**src/rtl/data_mem.sv**
```systemverilog
// Simple dual-port synchronous RAM for the frame buffer datapath.
// One write port, one registered read port, shared clock; active-low strobes and reset.
module data_mem #(
    parameter int DATA_WIDTH = 8,
    parameter int ADDR_WIDTH = 8
) (
    input  logic                  clk,
    input  logic                  reset,
    input  logic                  wr_en,
    input  logic                  rd_en,
    input  logic [ADDR_WIDTH-1:0] wr_addr,
    input  logic [ADDR_WIDTH-1:0] rd_addr,
    input  logic [DATA_WIDTH-1:0] wr_data,
    output logic [DATA_WIDTH-1:0] rd_data
);

    localparam int DEPTH = 2 ** ADDR_WIDTH;

    logic [DATA_WIDTH-1:0] mem_q [DEPTH];
    logic [DATA_WIDTH-1:0] rd_data_q;
    logic [DATA_WIDTH-1:0] rd_data_d;

    // Read-first: the read samples the array before this edge's write lands.
    always_comb begin
        rd_data_d = rd_data_q;
        if (!rd_en) begin
            rd_data_d = mem_q[rd_addr];
        end
    end

    always_ff @(posedge clk) begin
        if (!reset) begin
            rd_data_q <= '0;
            for (int i = 0; i < DEPTH; i++) begin
                mem_q[i] <= '0;
            end
        end else begin
            rd_data_q <= rd_data_d;
            if (!wr_en) begin
                mem_q[wr_addr] <= wr_data;
            end
        end
    end

    assign rd_data = rd_data_q;

endmodule

```
**config.mk**
```make
export PLATFORM = sky130hd
export DESIGN_NAME = data_mem
export DESIGN_NICKNAME = d
export VERILOG_FILES = /design/src/rtl/data_mem.sv
export SDC_FILE = /design/constraint.sdc
export NUM_CORES = 2
export LEC_CHECK = 0
export CAP_MARGIN = 20
export CORE_ASPECT_RATIO = 2
export CORE_MARGIN = 2
export CORE_UTILIZATION = 50
export DETAILED_ROUTE_END_ITERATION = 12
export GPL_TIMING_DRIVEN = 1
export MAX_ROUTING_LAYER = met4
export PLACE_DENSITY_LB_ADDON = 0.05
export SLEW_MARGIN = 30
export SYNTH_ARGS = -nofsm -noshare
export SYNTH_HDL_FRONTEND = slang
export SYNTH_SLANG_ARGS = --single-unit
export TNS_END_PERCENT = 50
```
**constraint.sdc**
```tcl
create_clock -name clk -period 5.7 [get_ports clk]
set_clock_uncertainty 0.15 [all_clocks]
set_input_delay 0.855 -clock clk [delete_from_list [all_inputs] [get_ports clk]]
set_output_delay 0.855 -clock clk [all_outputs]
set_load 0.01 [all_outputs]
```
==> results.sh <==
export IMPL_cts_resized=0
export IMPL_cts_tree="yes"
export IMPL_hold_path_class="reg2reg"
export IMPL_die_w_um=313
export IMPL_dpl_cell_area_um2=99900
export IMPL_power_mw=32.9
export IMPL_crit_arrival_ns=4.85
export IMPL_holdBufCountCts=0
export IMPL_synth_edf_count=2048
export IMPL_start_util=0.503
export IMPL_yosysWarnings=0
export IMPL_yosysUniqueCellTypes=68
export IMPL_ys_async_sr_fraction=0
export IMPL_post_drt_wl_per_cell_um=33.6
export IMPL_cp_end_kind="register"
export IMPL_numClockSinks=2056
export IMPL_synth_nets=6495
export IMPL_critPathKind="in2reg"
export IMPL_instances_no_fill=9219
export IMPL_pin_count=36
export IMPL_hold_path_depth=2
export IMPL_ys_ff_latch=2056
export IMPL_min_period_ns=4.20
export IMPL_fin_util=0.557
export IMPL_place_ws_ns=0.751
export IMPL_cellPowerDensity_nw_per_um2=311
export IMPL_clock_root_buffer="clkbuf_16"
export IMPL_cp_start_kind="input pin"
export IMPL_numPlacedInstances=8879
export IMPL_dieHeight_um=622
export IMPL_synth_ff_type="edfxtp_1"
export IMPL_placementRows=226
export IMPL_grt_pass1_wl_um=437000
export IMPL_tightest_slew_ns=1.11
export IMPL_outcome="complete, no violations"
export IMPL_drc_errors=0
export IMPL_nFillCells=15200
export IMPL_htree_levels=4
export IMPL_antenna_found_initial=17
export IMPL_first_pass_iters=6
export IMPL_final_cell_area_um2=106000
export IMPL_path_max_fanout=25
export IMPL_drv_cap=0
export IMPL_max_freq_mhz=238
export IMPL_hpwl_um=210000
export IMPL_routabilityCongestion=0.974
export IMPL_multi_input_area_um2=31200
export IMPL_port_buffers=35
export IMPL_area_delta_synth_final_pct=10.7
export IMPL_regArea_um2=61700
export IMPL_die_area_um2=195000
export IMPL_path_clk_slew_ns=0.07
export IMPL_reg2reg_depth=7
export IMPL_p_leak_nw=36.8
export IMPL_core_area_um2=190000
export IMPL_grt_overflow_total=0
export IMPL_setup_viol=0
export IMPL_final_hold_violation_count=0
export IMPL_postCtsSetupBuffers=0
export IMPL_relSlewSlack=0.260
export IMPL_synthCells=6467
export IMPL_vias=56200
export IMPL_via_per_inst=6.10
export IMPL_syn_cell_area_um2=95500
export IMPL_slew_viol_final=0
export IMPL_cts_made_buffers=188
export IMPL_worst_ir_drop_vdd_v=0.000298
export IMPL_syn_area_per_cell_um2=14.8
export IMPL_grt_max_degree=163
export IMPL_min_period_over_period=0.737
export IMPL_grt_total_usage=0.329
export IMPL_required_ns=6.34
export IMPL_drive_gt1_frac=0.171
export IMPL_finalWirelength_um=310000
export IMPL_setup_tns_final_ns=0
export IMPL_whs_ns=0.485
export IMPL_clock_latency_ns=0.85
export IMPL_grt_pass1_vias=58200
export IMPL_ys_seq_area_frac=0.646
export IMPL_nNetsFinal=6590
export IMPL_drt_iter0_drc=5743
export IMPL_layout_setup_ws_ns=1.50
export IMPL_drtAntennaViolNets=0
export IMPL_clockBufferDepth=4
export IMPL_grt_setup_unrepaired="false"
-- final cells by class --
cell class,instances,share of cell area
Clock inverter,90,0.00802
Antenna cell,10,0.000237
Sequential cell,2056,0.583
Timing Repair Buffer,459,0.0375
Clock buffer,239,0.0463
Tap cell,2508,0.0297
Multi-Input combinational cell,3854,0.295
Inverter,3,0.000154
-- flip-flops by register name, summed over array words and instances, names as in the netlist --
| register | cells |
|---|---|
| mem_q | 2048 |
| rd_data | 8 |
-- power breakdown --
group,switching [mW],internal (mW),total [mW]
Clock,5.66,6.79,12.4
Sequential,0.239,17.3,17.6
Combinational,1.89,0.956,2.84
-- cell families (layout without fill, tap and decap cells) --
group | after synthesis | count (layout) | share of synthesized area
AOI/OAI and AO/OA | 612 | 612 | 0.0405
DFF | 2056 | 2056 | 0.646
buffers and inverters | 557 | 791 | 0.0296
and+or+nand+nor | 2574 | 2574 | 0.158
other | 0 | 10 | 0
muxes | 668 | 668 | 0.126
-- worst paths after layout --
path	startpoint	end	slack [ns]
setup reg to reg	mem_q[163][6]	rd_data[6]	2.55
setup / recovery	rd_addr[0]	rd_data[5]	1.50
hold / removal	rd_data[0]	rd_data[0]	0.48
hold reg to reg	rd_data[0]	rd_data[0]	0.48
-- layer usage --
layer,part of all wire,wire length [µm],GRT usage
met1,0.33,102000,0.348
met2,0.52,162000,0.567
met3,0.062,19200,0.0470
met4,0.085,26300,0.226
met5,0,0,-
-- cells in the final DEF, fill, tap and decap left out, types with 39 or more instances in the layout --
cell type,n
a21oi_1,39
a22oi_1,50
and2_1,1929
and3_1,131
buf_4,395
clkbuf_1,51
clkbuf_16,189
edfxtp_1,2048
mux2i_1,233
mux4_2,409
nand2_1,89
nor2_1,286
o21ai_0,261
o22ai_1,81
-- synth_stat cells (4+ instances only) --
cell       number  area [µm²]
a2111oi_0      19         166
a211o_1         7        61.3
a211oi_1       33         248
a21oi_1        39         195
a221oi_1        8        70.1
a22o_1         19         166
a22oi_1        50         375
a31oi_1         9        56.3
a32oi_1         7        61.3
and2_1       1930       12100
and3_1        131         820
buf_1          16        60.1
buf_12          8         160
buf_2          60         300
buf_4          23         173
buf_6          40         450
buf_8           5        75.1
clkbuf_1      392        1470
clkbuf_8        7        96.3
dfxtp_1         8         160
edfxtp_1     2048       61500
mux2_2         12         135
mux2i_1       233        2330
mux4_1         14         368
mux4_2        409        9210
nand2_1        93         349
nand3_1        46         230
nand3b_1        4        30.0
nand4_1        10        62.6
nor2_1        290        1090
nor2b_1        13        81.3
nor3_1         20         100
nor4_1         13        81.3
o2111ai_1       4        35.0
o211ai_1        4        30.0
o21ai_0       270        1350
o221ai_1       39         342
o22ai_1        81         507
o31ai_1         4        30.0
or3b_2          4        35.0
-- worst max-delay path: stages --
cell	delay, ns
buf_8	0.27
buf_12	0.27
buf_16	0.27
nand3b_2	0.79
o22ai_1	0.70
a211oi_1	0.10
nand2_1	0.29
nand4_1	0.26
a2111oi_0	0.82
a211o_1	0.17
Note: power is estimated with default switching activity, not from simulation.
